`config.mk`:
```
export PLATFORM = sky130hd
export DESIGN_NAME = uart_word_tx
export DESIGN_NICKNAME = d
export VERILOG_FILES = /design/src/rtl/uart_pkg.sv /design/src/rtl/uart_word_fifo.sv /design/src/rtl/uart_word_tx.sv
export SDC_FILE = /design/constraint.sdc
export NUM_CORES = 1
export LEC_CHECK = 0
export CAP_MARGIN = 25
export CORE_MARGIN = 2
export CORE_UTILIZATION = 45
export CTS_CLUSTER_SIZE = 40
export DETAILED_ROUTE_END_ITERATION = 8
export PLACE_DENSITY = 0.73
export SLEW_MARGIN = 20
export SYNTH_ARGS = -nofsm -noshare
export SYNTH_HDL_FRONTEND = slang
export SYNTH_HIERARCHICAL = 1
export SYNTH_SLANG_ARGS = --single-unit
```
`constraint.sdc`:
```
create_clock -name CLK -period 7.5 [get_ports CLK]
set_clock_uncertainty 0.15 [all_clocks]
set_input_delay 1.5 -clock CLK [delete_from_list [all_inputs] [get_ports CLK]]
set_output_delay 1.5 -clock CLK [all_outputs]
set_load 0.01 [all_outputs]
```
`src/rtl/uart_pkg.sv`:
```
// Shared UART definitions for the word loader link (transmit and receive sides).
// Optional even-parity framing is enabled by defining UART_TX_PARITY_EN.
package uart_pkg;

    localparam int CLK_HZ                = 50_000_000;
    localparam int BAUD_RATE             = 9600;
    localparam int CLKS_PER_BIT_DEFAULT  = CLK_HZ / BAUD_RATE;
    localparam int BYTE_GAP_CLKS_DEFAULT = 5;
    localparam int FIFO_DEPTH_DEFAULT    = 4;

    typedef enum logic [2:0] {
        ST_IDLE   = 3'd0,
        ST_LOAD   = 3'd1,
        ST_START  = 3'd2,
        ST_DATA   = 3'd3,
        ST_STOP   = 3'd4,
        ST_GAP    = 3'd5
`ifdef UART_TX_PARITY_EN
        ,
        ST_PARITY = 3'd6
`endif
    } tx_state_e;

    function automatic logic even_parity(input logic [7:0] data_byte);
        return ^data_byte;
    endfunction

endpackage

```
`src/rtl/uart_word_fifo.sv`:
```
// Small first-word-fall-through synchronous FIFO with active-low synchronous reset.
// Also exposes the post-edge count so the parent can register flags without extra latency.
module uart_word_fifo #(
    parameter  int WIDTH = 16,
    parameter  int DEPTH = 4,
    localparam int AW    = $clog2(DEPTH),
    localparam int CW    = AW + 1
) (
    input  logic             clk,
    input  logic             rst_n,
    input  logic             push,
    input  logic [WIDTH-1:0] push_data,
    input  logic             pop,
    output logic [WIDTH-1:0] head_data,
    output logic             empty,
    output logic [CW-1:0]    count,
    output logic [CW-1:0]    count_next
);

    logic [WIDTH-1:0] mem [DEPTH];
    logic [AW-1:0]    wr_ptr_q, wr_ptr_d;
    logic [AW-1:0]    rd_ptr_q, rd_ptr_d;
    logic [CW-1:0]    count_q, count_d;
    logic             full;
    logic             push_ok;
    logic             pop_ok;

    assign full      = (count_q == CW'(DEPTH));
    assign empty     = (count_q == '0);
    assign push_ok   = push && !full;
    assign pop_ok    = pop && !empty;
    assign head_data = mem[rd_ptr_q];

    always_comb begin
        wr_ptr_d = wr_ptr_q;
        rd_ptr_d = rd_ptr_q;
        count_d  = count_q + CW'(push_ok) - CW'(pop_ok);
        if (push_ok) begin
            wr_ptr_d = wr_ptr_q + 1'b1;
        end
        if (pop_ok) begin
            rd_ptr_d = rd_ptr_q + 1'b1;
        end
    end

    always_ff @(posedge clk) begin
        if (!rst_n) begin
            wr_ptr_q <= '0;
            rd_ptr_q <= '0;
            count_q  <= '0;
        end else begin
            wr_ptr_q <= wr_ptr_d;
            rd_ptr_q <= rd_ptr_d;
            count_q  <= count_d;
        end
    end

    // Storage needs no reset: pointers alone define which entries are valid.
    always_ff @(posedge clk) begin
        if (push_ok) begin
            mem[wr_ptr_q] <= push_data;
        end
    end

    assign count      = count_q;
    assign count_next = count_d;

endmodule

```
`src/rtl/uart_word_tx.sv`:
```
// UART word transmitter: buffers 16-bit words and sends each as two bytes, LSB byte first.
// Define UART_TX_PARITY_EN to add an even-parity bit after the data bits (11-bit frame).
module uart_word_tx
    import uart_pkg::*;
#(
    parameter  int CLKS_PER_BIT  = CLKS_PER_BIT_DEFAULT,
    parameter  int BYTE_GAP_CLKS = BYTE_GAP_CLKS_DEFAULT,
    parameter  int FIFO_DEPTH    = FIFO_DEPTH_DEFAULT,
    localparam int CNT_W         = $clog2(CLKS_PER_BIT),
    localparam int FCNT_W        = $clog2(FIFO_DEPTH) + 1
) (
    input  logic              CLK,
    input  logic              RESET,
    input  logic              word_valid,
    input  logic [15:0]       word_data,
    output logic              word_ready,
    output logic              uart_tx_pin,
    output logic              busy,
    output logic [FCNT_W-1:0] fifo_count
);

    localparam logic [CNT_W-1:0] BIT_LAST = CNT_W'(CLKS_PER_BIT - 1);
    localparam logic [CNT_W-1:0] GAP_LAST = CNT_W'(BYTE_GAP_CLKS - 1);

    tx_state_e         state_q, state_d;
    logic [CNT_W-1:0]  baud_cnt_q, baud_cnt_d;
    logic [2:0]        bit_idx_q, bit_idx_d;
    logic [15:0]       shift_q, shift_d;
    logic              hi_byte_q, hi_byte_d;
    logic              tx_q, tx_d;
    logic              busy_q, busy_d;
    logic              ready_q, ready_d;

    logic              fifo_push;
    logic              fifo_pop;
    logic [15:0]       fifo_head;
    logic              fifo_empty;
    logic [FCNT_W-1:0] fifo_count_d;
    logic              baud_wrap;

    assign fifo_push = word_valid && ready_q;
    assign baud_wrap = (baud_cnt_q == BIT_LAST);

    uart_word_fifo #(
        .WIDTH (16),
        .DEPTH (FIFO_DEPTH)
    ) u_fifo (
        .clk        (CLK),
        .rst_n      (RESET),
        .push       (fifo_push),
        .push_data  (word_data),
        .pop        (fifo_pop),
        .head_data  (fifo_head),
        .empty      (fifo_empty),
        .count      (fifo_count),
        .count_next (fifo_count_d)
    );

    always_comb begin
        state_d    = state_q;
        baud_cnt_d = baud_cnt_q + 1'b1;
        bit_idx_d  = bit_idx_q;
        shift_d    = shift_q;
        hi_byte_d  = hi_byte_q;
        fifo_pop   = 1'b0;

        case (state_q)
            ST_IDLE: begin
                baud_cnt_d = '0;
                if (!fifo_empty) begin
                    fifo_pop = 1'b1;
                    shift_d  = fifo_head;
                    state_d  = ST_LOAD;
                end
            end
            ST_LOAD: begin
                baud_cnt_d = '0;
                bit_idx_d  = '0;
                hi_byte_d  = 1'b0;
                state_d    = ST_START;
            end
            ST_START: begin
                if (baud_wrap) begin
                    baud_cnt_d = '0;
                    state_d    = ST_DATA;
                end
            end
            ST_DATA: begin
                if (baud_wrap) begin
                    baud_cnt_d = '0;
                    if (bit_idx_q == 3'd7) begin
`ifdef UART_TX_PARITY_EN
                        state_d = ST_PARITY;
`else
                        state_d = ST_STOP;
`endif
                    end else begin
                        bit_idx_d = bit_idx_q + 3'd1;
                    end
                end
            end
`ifdef UART_TX_PARITY_EN
            ST_PARITY: begin
                if (baud_wrap) begin
                    baud_cnt_d = '0;
                    state_d    = ST_STOP;
                end
            end
`endif
            ST_STOP: begin
                if (baud_wrap) begin
                    baud_cnt_d = '0;
                    state_d    = ST_GAP;
                end
            end
            ST_GAP: begin
                if (baud_cnt_q == GAP_LAST) begin
                    baud_cnt_d = '0;
                    if (!hi_byte_q) begin
                        // Shift the MSB byte down so the data path always reads bits [7:0].
                        hi_byte_d = 1'b1;
                        shift_d   = {8'h00, shift_q[15:8]};
                        bit_idx_d = '0;
                        state_d   = ST_START;
                    end else if (!fifo_empty) begin
                        fifo_pop = 1'b1;
                        shift_d  = fifo_head;
                        state_d  = ST_LOAD;
                    end else begin
                        state_d = ST_IDLE;
                    end
                end
            end
            default: begin
                baud_cnt_d = '0;
                state_d    = ST_IDLE;
            end
        endcase

        // The line is registered from the next state so it changes on the state-entry edge.
        case (state_d)
            ST_START:  tx_d = 1'b0;
            ST_DATA:   tx_d = shift_d[bit_idx_d];
`ifdef UART_TX_PARITY_EN
            ST_PARITY: tx_d = even_parity(shift_d[7:0]);
`endif
            default:   tx_d = 1'b1;
        endcase

        busy_d  = (state_d != ST_IDLE) || (fifo_count_d != '0);
        ready_d = (fifo_count_d != FCNT_W'(FIFO_DEPTH));
    end

    always_ff @(posedge CLK) begin
        if (!RESET) begin
            state_q    <= ST_IDLE;
            baud_cnt_q <= '0;
            bit_idx_q  <= '0;
            shift_q    <= '0;
            hi_byte_q  <= 1'b0;
            tx_q       <= 1'b1;
            busy_q     <= 1'b0;
            ready_q    <= 1'b0;
        end else begin
            state_q    <= state_d;
            baud_cnt_q <= baud_cnt_d;
            bit_idx_q  <= bit_idx_d;
            shift_q    <= shift_d;
            hi_byte_q  <= hi_byte_d;
            tx_q       <= tx_d;
            busy_q     <= busy_d;
            ready_q    <= ready_d;
        end
    end

    assign uart_tx_pin = tx_q;
    assign busy        = busy_q;
    assign word_ready  = ready_q;

endmodule

```
# After elaboration in Yosys (flattened, before gate mapping)

Memory sizes are Yosys's and may differ from the RTL's. A register that Yosys moved wholly into a read port is not among the register bits.
Index checks and enable logic that the tools add are counted.

Add/sub/neg operators: 6
$lt $le $gt $ge: 1
Equal/unequal tests: 13
Multiplexer cells: 34
Reductions and logical operators: 15

Operators with widths:

| kind                                                        | number |
|---|---|
| two-way mux 16 bit                                          | 3 |
| one-hot mux 16 bit (2 select lines)                         | 1 |
| two-way mux 3 bit                                           | 10 |
| two-way mux 13 bit                                          | 2 |
| one-hot mux 13 bit (2 select lines)                         | 1 |
| one-hot mux 3 bit (6 select lines)                          | 1 |
| adder 13 x 1 -> 13 bit (second input constant)              | 1 |
| == test 13 bit (second input constant)                      | 1 |
| == test 13 x 3 -> 1 bit (second input constant)             | 1 |
| == test 3 x 2 -> 1 bit (second input constant)              | 4 |
| == test 3 bit (second input constant)                       | 4 |
| one-hot mux 3 bit (3 select lines)                          | 1 |
| two-way mux 1 bit                                           | 8 |
| logical NOT 3 bit                                           | 2 |
| two-way mux 2 bit                                           | 3 |
| one-hot mux 1 bit (2 select lines)                          | 3 |
| nonzero test 3 bit                                          | 2 |
| less-than comparator 3 x 5 -> 1 bit (second input constant) | 1 |
| adder 2 x 1 -> 2 bit (second input constant)                | 2 |
| AND reduction 2 bit                                         | 2 |
| nonzero test 2 bit                                          | 2 |
| adder 3 x 1 -> 3 bit                                        | 1 |
| adder 3 x 1 -> 3 bit (second input constant)                | 1 |
| binary-select mux 1 bit (select 3 bit)                      | 1 |
| 8 further kinds                                             | 11 |

Flip-flop bits (word level): 46
Bits in writable memories: 64
Bits of input ports: 19
Output and inout bits: 6
Memories kept: 1

Memory list:

| memory     | depth | width | read ports | clocked after Yosys merged registers in | write ports | line                 | RTL |
|---|---|---|---|---|---|---|---|
| u_fifo.mem | 4     | 16    | 1          | 1                                       | 1           | uart_word_fifo.sv:20 | `logic [WIDTH-1:0] mem [DEPTH];` |

# Longest topological paths before layout

Gate-level depths: netlist of run 1.

Word-level depth: 9
Depth in mapped cells: 17
Gate-level depth less buffers: 16

# Hierarchy

Netlist of run 1, hierarchy kept.

Modules (own cells, without submodules):

| module         | times used | cells each | area each (um^2) | seq. area each (um^2) |
|---|---|---|---|---|
| uart_word_fifo | 1          | 134        | 2820.2           | 2102.0 |
| uart_word_tx   | 1          | 241        | 2035.7           | 780.7 |

# Worst setup path after synthesis of run 1

OpenSTA, ideal clock, no wires.

Path type: flip-flop to flip-flop
From: reg baud_cnt_q[0]
To: reg busy_q, in the netlist busy
Setup time: 129 ps
Data arrival time: 3541 ps
Slack: 3680 ps
Stages on the path, launching flop included: 18
Cells stage by stage: dfxtp_1 -> inv_1 -> ha_1 -> or4b_1 -> nor4_1 -> nor2_1 -> or2_1 -> clkbuf_1 -> nor2_1 -> nor2b_1 -> ha_1 -> inv_1 -> ha_1 -> fa_1 -> xnor2_1 -> xnor2_1 -> nor4b_1 -> a21boi_0

Word-level cells in the longest chain between the ends: 7
Elaborated cells on any way between the ends: 14
Classes of those cells: 1 x add/sub; 2 x eq/ne; 7 x mux; 4 x reduce/logical

Ends and longest elaborated chain:

| element                            | line                 | RTL |
|---|---|---|
| start: declaration                 | uart_word_tx.sv:26   | `logic [CNT_W-1:0] baud_cnt_q, baud_cnt_d;` |
| start signal: assignment           | uart_word_tx.sv:166  | `baud_cnt_q <= baud_cnt_d;` |
| == test 13 x 3 -> 1 bit            | uart_word_tx.sv:117  | `if (baud_cnt_q == GAP_LAST) begin` |
| two-way mux 1 bit                  | uart_word_tx.sv:117  |  |
| one-hot mux 1 bit (2 select lines) | uart_word_tx.sv:67   | `case (state_q)` |
| net fifo_pop                       | uart_word_tx.sv:35   | `logic fifo_pop;` |
| logical AND 1 bit                  | uart_word_fifo.sv:31 | `assign pop_ok = pop && !empty;` |
| net u_fifo.pop_ok                  | uart_word_fifo.sv:26 | `logic pop_ok;` |
| subtractor 3 x 1 -> 3 bit          | uart_word_fifo.sv:37 | `count_d = count_q + CW'(push_ok) - CW'(pop_ok);` |
| net fifo_count_d[2]                | uart_word_tx.sv:38   | `logic [FCNT_W-1:0] fifo_count_d;` |
| nonzero test 3 bit                 | uart_word_tx.sv:150  | `busy_d = (state_d != ST_IDLE) \|\| (fifo_count_d != '0);` |
| logical OR 1 bit                   | uart_word_tx.sv:150  |  |
| end signal: assignment             | uart_word_tx.sv:171  | `busy_q <= busy_d;` |
| end: declaration                   | uart_word_tx.sv:31   | `logic busy_q, busy_d;` |

The timed path passes the listed nets, and every way through them passes these cells.
A chain may end at the register's enable or synchronous reset.

# Worst setup path after layout of run 1

Same ends and word-level chain as after synthesis.

==> results of run 1 <==
## state kept, by name, indices dropped and copies added, names as in the netlist, named ones only
signal	cells
u_fifo/wr_ptr_q	2
word_ready	1
busy	1
u_fifo/rd_ptr_q	2
u_fifo/mem	64
u_fifo/count	3
state_q	3
shift_q	16
bit_idx_q	3
uart_tx_pin	1
hi_byte_q	1
baud_cnt_q	13
## logic make-up after synthesis
family,after synthesis,share of synthesized area (%)
XOR/XNOR,13,2.34
buffers and inverters,29,3.01
multiplexers,33,11.4
AND/OR/NAND/NOR,130,13.9
adder cells (fa/ha/maj),10,2.73
flip-flops,112,59.4
AO/OA/AOI/OAI,48,7.27
## metrics by stage
step | setup WS, ns | cells | util (%) | cell area [sq um]
after floorplan | 3.68 | 375 | - | 4860
after CTS | 3.17 | 538 | 51.7 | 5380
final | 3.21 | 538 | 51.7 | 5380
after global routing | 2.86 | 538 | 51.7 | 5380
after detailed placement | 2.99 | 522 | 49.8 | 5190
after global placement | 3.09 | 522 | 49.8 | 5190
## worst paths after layout
kind              cells past startpoint                        to  slack [ns]                     start
hold reg to reg                       2  shift_q[11]$_SDFFE_PN0P_        0.32  shift_q[11]$_SDFFE_PN0P_
setup / recovery                     16           busy$_SDFF_PN0_        3.21  baud_cnt_q[0]$_SDFF_PN0_
hold / removal                        2  shift_q[11]$_SDFFE_PN0P_        0.32  shift_q[11]$_SDFFE_PN0P_
setup reg to reg                     16           busy$_SDFF_PN0_        3.21  baud_cnt_q[0]$_SDFF_PN0_
## routing by layer
metal  global-route usage [%]  up-vias
met3                     4.36       14
met4                     4.67        0
met2                     25.5       36
li1                         -     1404
met5                        0        -
met1                     19.4     1385
## area by class of cell
class                           count  area [sq um]
Timing Repair Buffer               27           263
Sequential cell                   112          2880
Tap cell                          136           170
Clock inverter                      7          68.8
Clock buffer                        9           124
Fill cell                         912          5030
Multi-Input combinational cell    234          1830
Inverter                           13          48.8
## critical path, stage by stage (launching register included)
cell      delay (ns)
dfxtp_1         0.36
inv_1           0.07
ha_1            0.13
or4b_1          0.47
nor4_1          0.42
nor2_1          0.27
or2_1           0.38
nor2_1          0.25
nor2b_1         0.25
ha_1            0.15
inv_1           0.03
ha_1            0.18
fa_1            0.37
xnor2_1         0.14
xnor2_1         0.15
nor4b_1         0.30
a21boi_0        0.12
## synthesized netlist by cell type, drive strengths merged
| cell | count | share of area [%] |
|---|---|---|
| a211oi | 1 | 0.15 |
| a21boi | 5 | 0.77 |
| a21o | 1 | 0.15 |
| a21oi | 20 | 2.3 |
| a221o | 8 | 1.6 |
| a22o | 1 | 0.21 |
| a41oi | 1 | 0.18 |
| and2 | 20 | 2.6 |
| and2b | 1 | 0.18 |
| and3 | 2 | 0.26 |
| buf | 9 | 1.5 |
| clkbuf | 7 | 0.54 |
| dfxtp | 48 | 20 |
| edfxtp | 64 | 40 |
| fa | 1 | 0.41 |
| ha | 9 | 2.3 |
| inv | 13 | 1.0 |
| mux2i | 17 | 3.5 |
| mux4 | 16 | 7.9 |
| nand2 | 32 | 2.5 |
| nand2b | 1 | 0.13 |
| nand3 | 4 | 0.41 |
| nand4 | 3 | 0.39 |
| nand4bb | 1 | 0.23 |
| nor2 | 45 | 3.5 |
| nor2b | 3 | 0.39 |
| nor3 | 5 | 0.85 |
| nor4 | 2 | 0.57 |
| nor4b | 1 | 0.18 |
| o21ai | 7 | 0.80 |
| o221a | 1 | 0.23 |
| o22ai | 2 | 0.26 |
| o32ai | 1 | 0.57 |
| or2 | 2 | 0.26 |
| or3 | 4 | 0.52 |
| or4 | 1 | 0.23 |
| or4b | 2 | 0.49 |
| or4bb | 1 | 0.23 |
| xnor2 | 8 | 1.4 |
| xor2 | 5 | 0.90 |
## power breakdown
part           internal [uW]  switching (uW)
clock                    130             214
sequential               746            57.6
combinational            283             324
==> metrics.yaml, run 1 <==
timing:
  worstMarginPinSlew_ns: 0.906
  min_period_ns: 4.29
  setup_viol: 0
  finalMaxSlewViolations: 0
  hold_viol_final: 0
  post-route-period-util_pct: 57.2
  final.setup.tns_ns: 0
  rsz0062_at_grt: "false"
  max_freq_mhz: 233
  timing.hold.ws_ns: 0.316
  slew_headroom_pct: 39.6
finish:
  final_cell_mix: "edfxtp_1 (64), dfxtp_1 (48), nor2_1 (44)"
  final_nets: 426
  layout-drive-gt1-share_pct: 10.2
  final_common_cell: "edfxtp_1"
  syn_to_final_growth_pct: 10.9
  antenna_cells: 0
synthesis:
  ys_types: 54
  yosysWarningCount: 6
  synth_fp_nets: 404
  synth_seq_cells: 112
  syn_area_sq_um: 4860
  seq_area_frac_synth_pct: 59.4
  syn_inst: 375
  avgSynthCellArea_sq_um: 12.9
clock_network:
  cts_resized: 0
  cts_tree: "built"
  cts_buffer_depth: 2
  clockRootBuffer: "clkbuf_8"
  hold_buffers: 0
  clk_latency_ns: 0.37
  htreeDepth: 3
  cts_buffers: 9
  cts_setup_buffers: 0
  clk_pin_slew_worst_paths_ns: 0.10
  cts.sinks: 112
power_and_ir_drop:
  p_leak_uw: 0.00185
  ir_drop_mv: 0.186
  power.density_nw_per_um2: 326
  finalPower_uw: 1760
placement:
  io_buffers: 24
  gp_congestion: 0.835
  post-dp-hpwl_mm: 5.60
floorplan:
  rows: 37
  core_sq_um: 10400
  die_x_um: 108
  die_height_um: 108
  ios: 25
  start_util_pct: 46.6
  dieArea_sq_um: 11600
routing:
  ant_nets: 0
  wl_per_cell_um: 15.1
  firstDrtPassIters: 6
  drc: 0
  vias_per_cell: 5.28
  drt_iter0_markers: 188
  wl_met3_um: 269
  vias: 2839
  wl_met1_mm: 3.76
  drt_wl_total_mm: 8.14
  met2_length_mm: 3.98
  top_layer: "met4"
hold_path:
  hp-class: "flip-flop to flip-flop"
global_routing:
  grt_pass1_vias: 2870
  grt_first_pass_wirelength_mm: 13.8
  grt.total_usage_pct: 15.3
  grt-ovfl-total: 0
  grt_max_degree: 30
  antenna_found_initial: 0
worst_setup_path:
  required_ns: 7.61
  end_kind: "flip-flop"
  cp.arrival_ns: 4.40
  path_class: "flip-flop to flip-flop"
  critPathLaunchType: "flip-flop"
  crit_fanout: 10
run_status:
  status: "complete, no violations"
flow_run:
  maxCapViolCount: 0
(Power assumes the default switching activity.)
==> inputs of run 2 (changes only) <==
--- a/config.mk
+++ b/config.mk
@@ -10,7 +10,7 @@
 export CORE_UTILIZATION = 45
 export CTS_CLUSTER_SIZE = 40
 export DETAILED_ROUTE_END_ITERATION = 8
-export PLACE_DENSITY = 0.73
+export PLACE_DENSITY = 0.75
 export SLEW_MARGIN = 20
 export SYNTH_ARGS = -nofsm -noshare
 export SYNTH_HDL_FRONTEND = slang
==> constraint.sdc (replaced) <==
create_clock -name CLK -period 3.9 [get_ports CLK]
set_clock_uncertainty 0.15 [all_clocks]
set_input_delay 0.78 -clock CLK [delete_from_list [all_inputs] [get_ports CLK]]
set_output_delay 0.78 -clock CLK [all_outputs]
set_load 0.01 [all_outputs]
==> run 2 against run 1 <==
Compared with the run above:
- worst setup slack worse by 2.9 ns
- register-to-register slack worse by 2.9 ns
- via count up 1.8%
- first-iteration DRC count down 2.7%
- sequential cell count unchanged
- sequential share of layout area down 1.2 points
- routed wire length up 4.6%
- critical endpoint unchanged
==> metrics.yaml, run 2 (synthesis results as in run 1) <==
run_status:
  status: "complete, no violations"
clock_network:
  cts_tree: "built"
  clockRootBuffer: "clkbuf_8"
  hold_buffers: 0  # unchanged
  cts_buffer_depth: 2  # unchanged
  htreeDepth: 3  # unchanged
  cts.sinks: 112  # unchanged
  cts_setup_buffers: 0  # unchanged
  cts_buffers: 9  # unchanged
  clk_pin_slew_worst_paths_ns: 0.11  # about the same
  clk_latency_ns: 0.38  # about the same
timing:
  min_period_ns: 3.63  # -0.662 ns
  slew_headroom_pct: 48.6  # +9.0 points
  hold_viol_final: 0  # unchanged
  finalMaxSlewViolations: 0  # unchanged
  finalWorstSetupSlack_ns: 0.274  # -2.94 ns
  post-route-period-util_pct: 93.0  # +36 points
  worstMarginPinSlew_ns: 0.770  # -0.137 ns
  final.setup.tns_ns: 0  # unchanged
  setup_viol: 0  # unchanged
  max_freq_mhz: 276  # +18%
worst_setup_path:
  max_stage_delay_ns: 0.48  # about the same
  cp_top_family: "simple AND/OR/NAND/NOR gates"
  cpMaxStageDelayCell: "or4b_4"
  required_ns: 4.01  # -3.60 ns
  cp.arrival_ns: 3.74  # -0.66 ns
  end_kind: "flip-flop"
  path_cells: "inv_1, ha_1, or4b_4, nor4_4, nor2_1, or2_1, nor2_1, nor2b_2, ha_1, inv_1, ha_1, fa_1, xnor2_1, xnor2_1, nor4b_1, a21boi_0"
  cpMostUsedCell: "ha_1"
  reg2reg_slack_ns: 0.27  # -2.94 ns
  r2r-end: "busy$_SDFF_PN0_"
  critPathLaunchType: "flip-flop"
  path_buf_inv: 2  # unchanged
  reg2reg_depth: 16  # unchanged
  path_class: "flip-flop to flip-flop"
  crit_fanout: 4  # -6
  r2r-start: "baud_cnt_q[1]$_SDFF_PN0_"
global_routing:
  grt_max_degree: 23  # -23%
  grt.total_usage_pct: 15.5  # +0.15 points
  antenna_found_initial: 0  # unchanged
  grt-ovfl-total: 0  # unchanged
  grt_first_pass_wirelength_mm: 13.9  # +0.50%
  grt_pass1_vias: 2891  # +0.73%
routing:
  wl_met3_um: 226  # -16%
  drc: 0  # unchanged
  vias: 2889  # +1.8%
  wl_per_cell_um: 15.5  # +2.4%
  wl_met1_mm: 3.93  # +4.7%
  drt_iter0_markers: 183  # -2.7%
  firstDrtPassIters: 6  # unchanged
  vias_per_cell: 5.25  # -0.46%
  drt_wl_total_mm: 8.52  # +4.6%
  top_layer: "met4"
  ant_nets: 0  # unchanged
  met2_length_mm: 4.28  # +7.4%
placement:
  io_buffers: 24  # unchanged
  post-dp-hpwl_mm: 5.65  # +0.87%
  gp_congestion: 0.793  # -5.1%
  placed_area_sq_um: 5280  # +1.7%
  place_ws_ns: 0.114  # -2.88 ns
finish:
  largest_reg_flops: 64  # unchanged
  final_common_cell: "edfxtp_1"
  top_register: "u_fifo/mem"
  final_nets: 438  # +2.8%
  antenna_cells: 0  # unchanged
  final_cell_mix: "edfxtp_1 (64), dfxtp_1 (48), nor2_1 (44)"
  design_area_sq_um: 5510  # +2.3%
  layout-drive-gt1-share_pct: 13.8  # +3.6 points
  top_regs: "u_fifo/mem: 64 flops, shift_q: 16 flops, baud_cnt_q: 13 flops"
  syn_to_final_growth_pct: 13.4
floorplan:
  core_sq_um: 10400  # unchanged
  dieArea_sq_um: 11600  # unchanged
  ios: 25  # unchanged
  die_x_um: 108  # unchanged
  rows: 37  # unchanged
  die_height_um: 108  # unchanged
  start_util_pct: 46.6  # unchanged
power_and_ir_drop:
  ir_drop_mv: 0.350  # +89%
  p_leak_uw: 0.00192  # +3.4%
  finalPower_uw: 3490  # +99%
  power.density_nw_per_um2: 633  # +94%
hold_path:
  worstHoldPathCells: 2  # unchanged
  min_to: "shift_q[8]$_SDFFE_PN0P_"
  hp-start: "shift_q[8]$_SDFFE_PN0P_"
  hp-class: "flip-flop to flip-flop"
flow_run:
  maxCapViolCount: 0  # unchanged
## run 2: cell count changes in the layout (fill, tap and decap cells not counted), sizes merged
| cell | before | now |
|---|---|---|
| buf | 3 | 15 |
| clkinvlp | 0 | 1 |
| inv | 17 | 16 |
## run 2: how the worst max path moves through the flow
stage / cells past startpoint / from / endpoint
after floorplan: 17 / baud_cnt_q[0]$_SDFF_PN0_ / busy$_SDFF_PN0_
after global placement: 16 / baud_cnt_q[1]$_SDFF_PN0_ / busy$_SDFF_PN0_
after detailed placement: 16 / baud_cnt_q[1]$_SDFF_PN0_ / busy$_SDFF_PN0_
after CTS: 16 / baud_cnt_q[1]$_SDFF_PN0_ / busy$_SDFF_PN0_
after global routing: 16 / baud_cnt_q[1]$_SDFF_PN0_ / busy$_SDFF_PN0_
final: 16 / baud_cnt_q[1]$_SDFF_PN0_ / busy$_SDFF_PN0_
## run 2: timing repair
item / CTS / global route
resized for setup: 0 / 4
hold endpoints to repair: 0 / 0
setup endpoints to repair: 0 / 1
## run 2: metrics by stage
step / instances / hold slack [ns] / utilization [%]
global placement: 534 / 0.297 / 50.7
detailed placement: 534 / 0.299 / 50.7
CTS: 550 / 0.314 / 52.7
global route: 550 / 0.339 / 52.9
finish: 550 / 0.314 / 52.9
floorplan: 375 / 0.286 / -
## run 2: layer usage
layer  track usage [%]  vias to the layer above
met4              3.57                        0
met2              27.2                       37
met1              19.6                     1406
met3              3.27                        7
met5                 0                        -
li1                  -                     1439
## run 2: power breakdown
part	internal [uW]	switching (uW)
logic	602	631
registers	1430	127
clock network	258	434
## run 2: layout make-up
cell class,instances,area [sq um]
clock buffer,9,124
clock inverter,7,80.1
fill,867,4910
inverter,13,48.8
multi-input combinational,234,1850
sequential,112,2880
tap,136,170
timing repair buffer,39,353
## run 2: worst register-to-register path: stages (launching register included)
cell and delay [ns]:
dfxtp_1 0.35, inv_1 0.06, ha_1 0.13, or4b_4 0.48
nor4_4 0.26, nor2_1 0.09, or2_1 0.23, nor2_1 0.13
nor2b_2 0.18, ha_1 0.13, inv_1 0.04, ha_1 0.18
fa_1 0.38, xnor2_1 0.14, xnor2_1 0.16, nor4b_1 0.31
a21boi_0 0.12
==> inputs of run 3 (changes only) <==
--- a/config.mk
+++ b/config.mk
@@ -10,6 +10,7 @@
 export CORE_UTILIZATION = 45
 export CTS_CLUSTER_SIZE = 40
 export DETAILED_ROUTE_END_ITERATION = 8
+export HOLD_SLACK_MARGIN = 0.05
 export PLACE_DENSITY = 0.75
 export SLEW_MARGIN = 20
 export SYNTH_ARGS = -nofsm -noshare
==> constraint.sdc (replaced) <==
create_clock -name CLK -period 3 [get_ports CLK]
set_clock_uncertainty 0.15 [all_clocks]
set_input_delay 0.6 -clock CLK [delete_from_list [all_inputs] [get_ports CLK]]
set_output_delay 0.6 -clock CLK [all_outputs]
set_load 0.01 [all_outputs]
==> run 3 against run 2 <==
Compared with the run above:
- the run now ends with negative setup slack left
- register-to-register slack lost 0.75 ns
- clock power grew 43%
- routed wire length grew 12%
- sequential cell count is the same
- total power grew 43%
- maximum frequency grew 4.4%
- non-clock buffer count grew 27
- critical path type unchanged
- critical endpoint unchanged
- largest cell class unchanged
- largest power group is now combinational cells
==> metrics.yaml, run 3 (synthesis results as in run 1) <==
finish:
  layout-drive-gt1-share_pct: 22.9  # +9.1 points
  final_cell_mix: "edfxtp_1 (64), dfxtp_1 (46), nor2_1 (41)"
  syn_to_final_growth_pct: 20.3
  top_regs: "u_fifo/mem: 64 flops, shift_q: 16 flops, baud_cnt_q: 13 flops"
  top_register: "u_fifo/mem"
  antenna_cells: 0  # unchanged
  largest_reg_flops: 64  # unchanged
  final_nets: 465  # +6.2%
  final_common_cell: "edfxtp_1"
  design_area_sq_um: 5840  # +6.0%
timing:
  finalMaxSlewViolations: 0  # unchanged
  worstMarginPinSlew_ns: 0.537  # -0.233 ns
  slew_headroom_pct: 64.1  # +15 points
  post-route-period-util_pct: 116  # +23 points
  min_period_ns: 3.47  # -0.153 ns
  rsz0062_at_grt: "true"
  setup_viol: 5  # +5
  finalWorstSetupSlack_ns: -0.473  # -0.747 ns
  max_freq_mhz: 288  # +4.4%
  hold_viol_final: 0  # unchanged
  final.setup.tns_ns: -1.53  # -1.53 ns
power_and_ir_drop:
  p_leak_uw: 0.00210  # +9.7%
  power.density_nw_per_um2: 857  # +35%
  ir_drop_mv: 0.420  # +20%
flow_run:
  maxCapViolCount: 0  # unchanged
floorplan:
  ios: 25  # unchanged
  die_height_um: 108  # unchanged
  rows: 37  # unchanged
  core_sq_um: 10400  # unchanged
  start_util_pct: 46.6  # unchanged
  dieArea_sq_um: 11600  # unchanged
  die_x_um: 108  # unchanged
worst_setup_path:
  cp.arrival_ns: 3.59  # -0.15 ns
  cpMostUsedCell: "ha_4"
  cpMaxStageDelayCell: "or4b_4"
  end_kind: "flip-flop"
  max_stage_delay_ns: 0.47  # about the same
  crit_fanout: 2  # -2
  critPathLaunchType: "flip-flop"
  required_ns: 3.12  # -0.89 ns
  cp_top_family: "simple AND/OR/NAND/NOR gates"
  path_buf_inv: 2  # unchanged
  path_cells: "inv_2, ha_4, or4b_4, nor4_4, nor2_4, or2_4, nor2_4, nor2b_4, ha_4, inv_2, ha_4, fa_2, xnor2_2, xnor2_2, nor4b_2, a21boi_1"
  path_class: "flip-flop to flip-flop"
clock_network:
  cts.sinks: 112  # unchanged
  clk_latency_ns: 0.38  # about the same
  cts_buffers: 9  # unchanged
  hold_buffers: 0  # unchanged
  htreeDepth: 3  # unchanged
  clockRootBuffer: "clkbuf_8"
  cts_tree: "built"
  cts_buffer_depth: 2  # unchanged
  clk_pin_slew_worst_paths_ns: 0.12  # about the same
routing:
  firstDrtPassIters: 4  # -2
  drc: 0  # unchanged
  drt_iter0_markers: 243  # +33%
  wl_per_cell_um: 16.5  # +6.3%
  vias_per_cell: 5.32  # +1.4%
  ant_nets: 0  # unchanged
  drt_wl_total_mm: 9.50  # +12%
  vias: 3072  # +6.3%
placement:
  post-dp-hpwl_mm: 6.36  # +12%
  gp_congestion: 0.811  # +2.3%
  io_buffers: 24  # unchanged
  placed_area_sq_um: 5480  # +3.7%
global_routing:
  grt-ovfl-total: 0  # unchanged
  grt_pass1_vias: 3248  # +12%
  antenna_found_initial: 0  # unchanged
  grt_first_pass_wirelength_mm: 15.8  # +14%
  grt_max_degree: 23  # unchanged
  grt.total_usage_pct: 17.5  # +2.1 points
hold_path:
  hp-class: "flip-flop to flip-flop"
run_status:
  violations: "negative setup slack"
  status: "complete, but fails checks"
[run 3: changes by cell type in the layout (fill, tap and decap cells not counted), moves of 3 or more]
cell | previous run | this run
buf_4 | 15 | 40
ha_4 | 0 | 3
ha_1 | 9 | 6
nor2_1 | 44 | 41
inv_2 | 0 | 3
inv_1 | 13 | 10
[run 3: tightest hold or removal path, delay by kind of cell (launching register included)]
family	cells	cell delay, ns
DFF	1	0.33
and+or+nand+nor	1	0.05
AOI/OAI and AO/OA	1	0.05
[run 3: layer usage]
layer / up-vias / part of all wire [%] / global-route usage, %
met2: 66 / 51 / 30.5
met1: 1506 / 44 / 22.0
met5: - / 0 / 0
met4: 0 / 1.4 / 5.04
met3: 15 / 3.1 / 3.75
li1: 1485 / - / -
[run 3: power by group]
group          switching, uW  internal [uW]  total [uW]
Sequential               130           1860        1990
Combinational           1000           1010        2020
Clock                    566            422         989
Total                   1700           3300        5000
[run 3: final cells by class]
class	count	area, sq um
inverter	13	48.8
clock inverter	7	103
clock buffer	9	124
timing repair buffer	66	572
sequential	112	2890
fill	845	4580
tap	136	170
multi-input combinational	234	1940
[run 3: timing repair]
item | CTS | global route
endpoints found under the hold margin | 0 | 0
pin swaps | 2 | 4
setup endpoints to repair | 4 | 5
resized for setup | 4 | 11
setup buffers | 6 | 3
[run 3: worst paths after layout]
check	from	to	slack (ns)	cells past startpoint
worst min-delay path	shift_q[15]$_SDFFE_PN0P_	shift_q[15]$_SDFFE_PN0P_	0.32	2
worst max-delay path	baud_cnt_q[0]$_SDFF_PN0_	busy$_SDFF_PN0_	-0.47	16
worst min register to register	shift_q[15]$_SDFFE_PN0P_	shift_q[15]$_SDFFE_PN0P_	0.32	2
worst max register to register	baud_cnt_q[0]$_SDFF_PN0_	busy$_SDFF_PN0_	-0.47	16
[run 3: per-stage QoR]
| step | util (%) | total power, uW | setup slack, ns | cells | hold WS [ns] |
|---|---|---|---|---|---|
| 2_1_floorplan | - | 3310 | -0.533 | 375 | 0.270 |
| 3_3_place_gp | 52.6 | 3740 | -0.443 | 552 | 0.298 |
| 3_5_place_dp | 52.6 | 3810 | -0.542 | 552 | 0.307 |
| 4_1_cts | 55.3 | 4940 | -0.456 | 574 | 0.322 |
| 5_1_grt | 56.1 | 5300 | -0.657 | 577 | 0.338 |
| 6_report | 56.1 | 5000 | -0.473 | 577 | 0.324 |
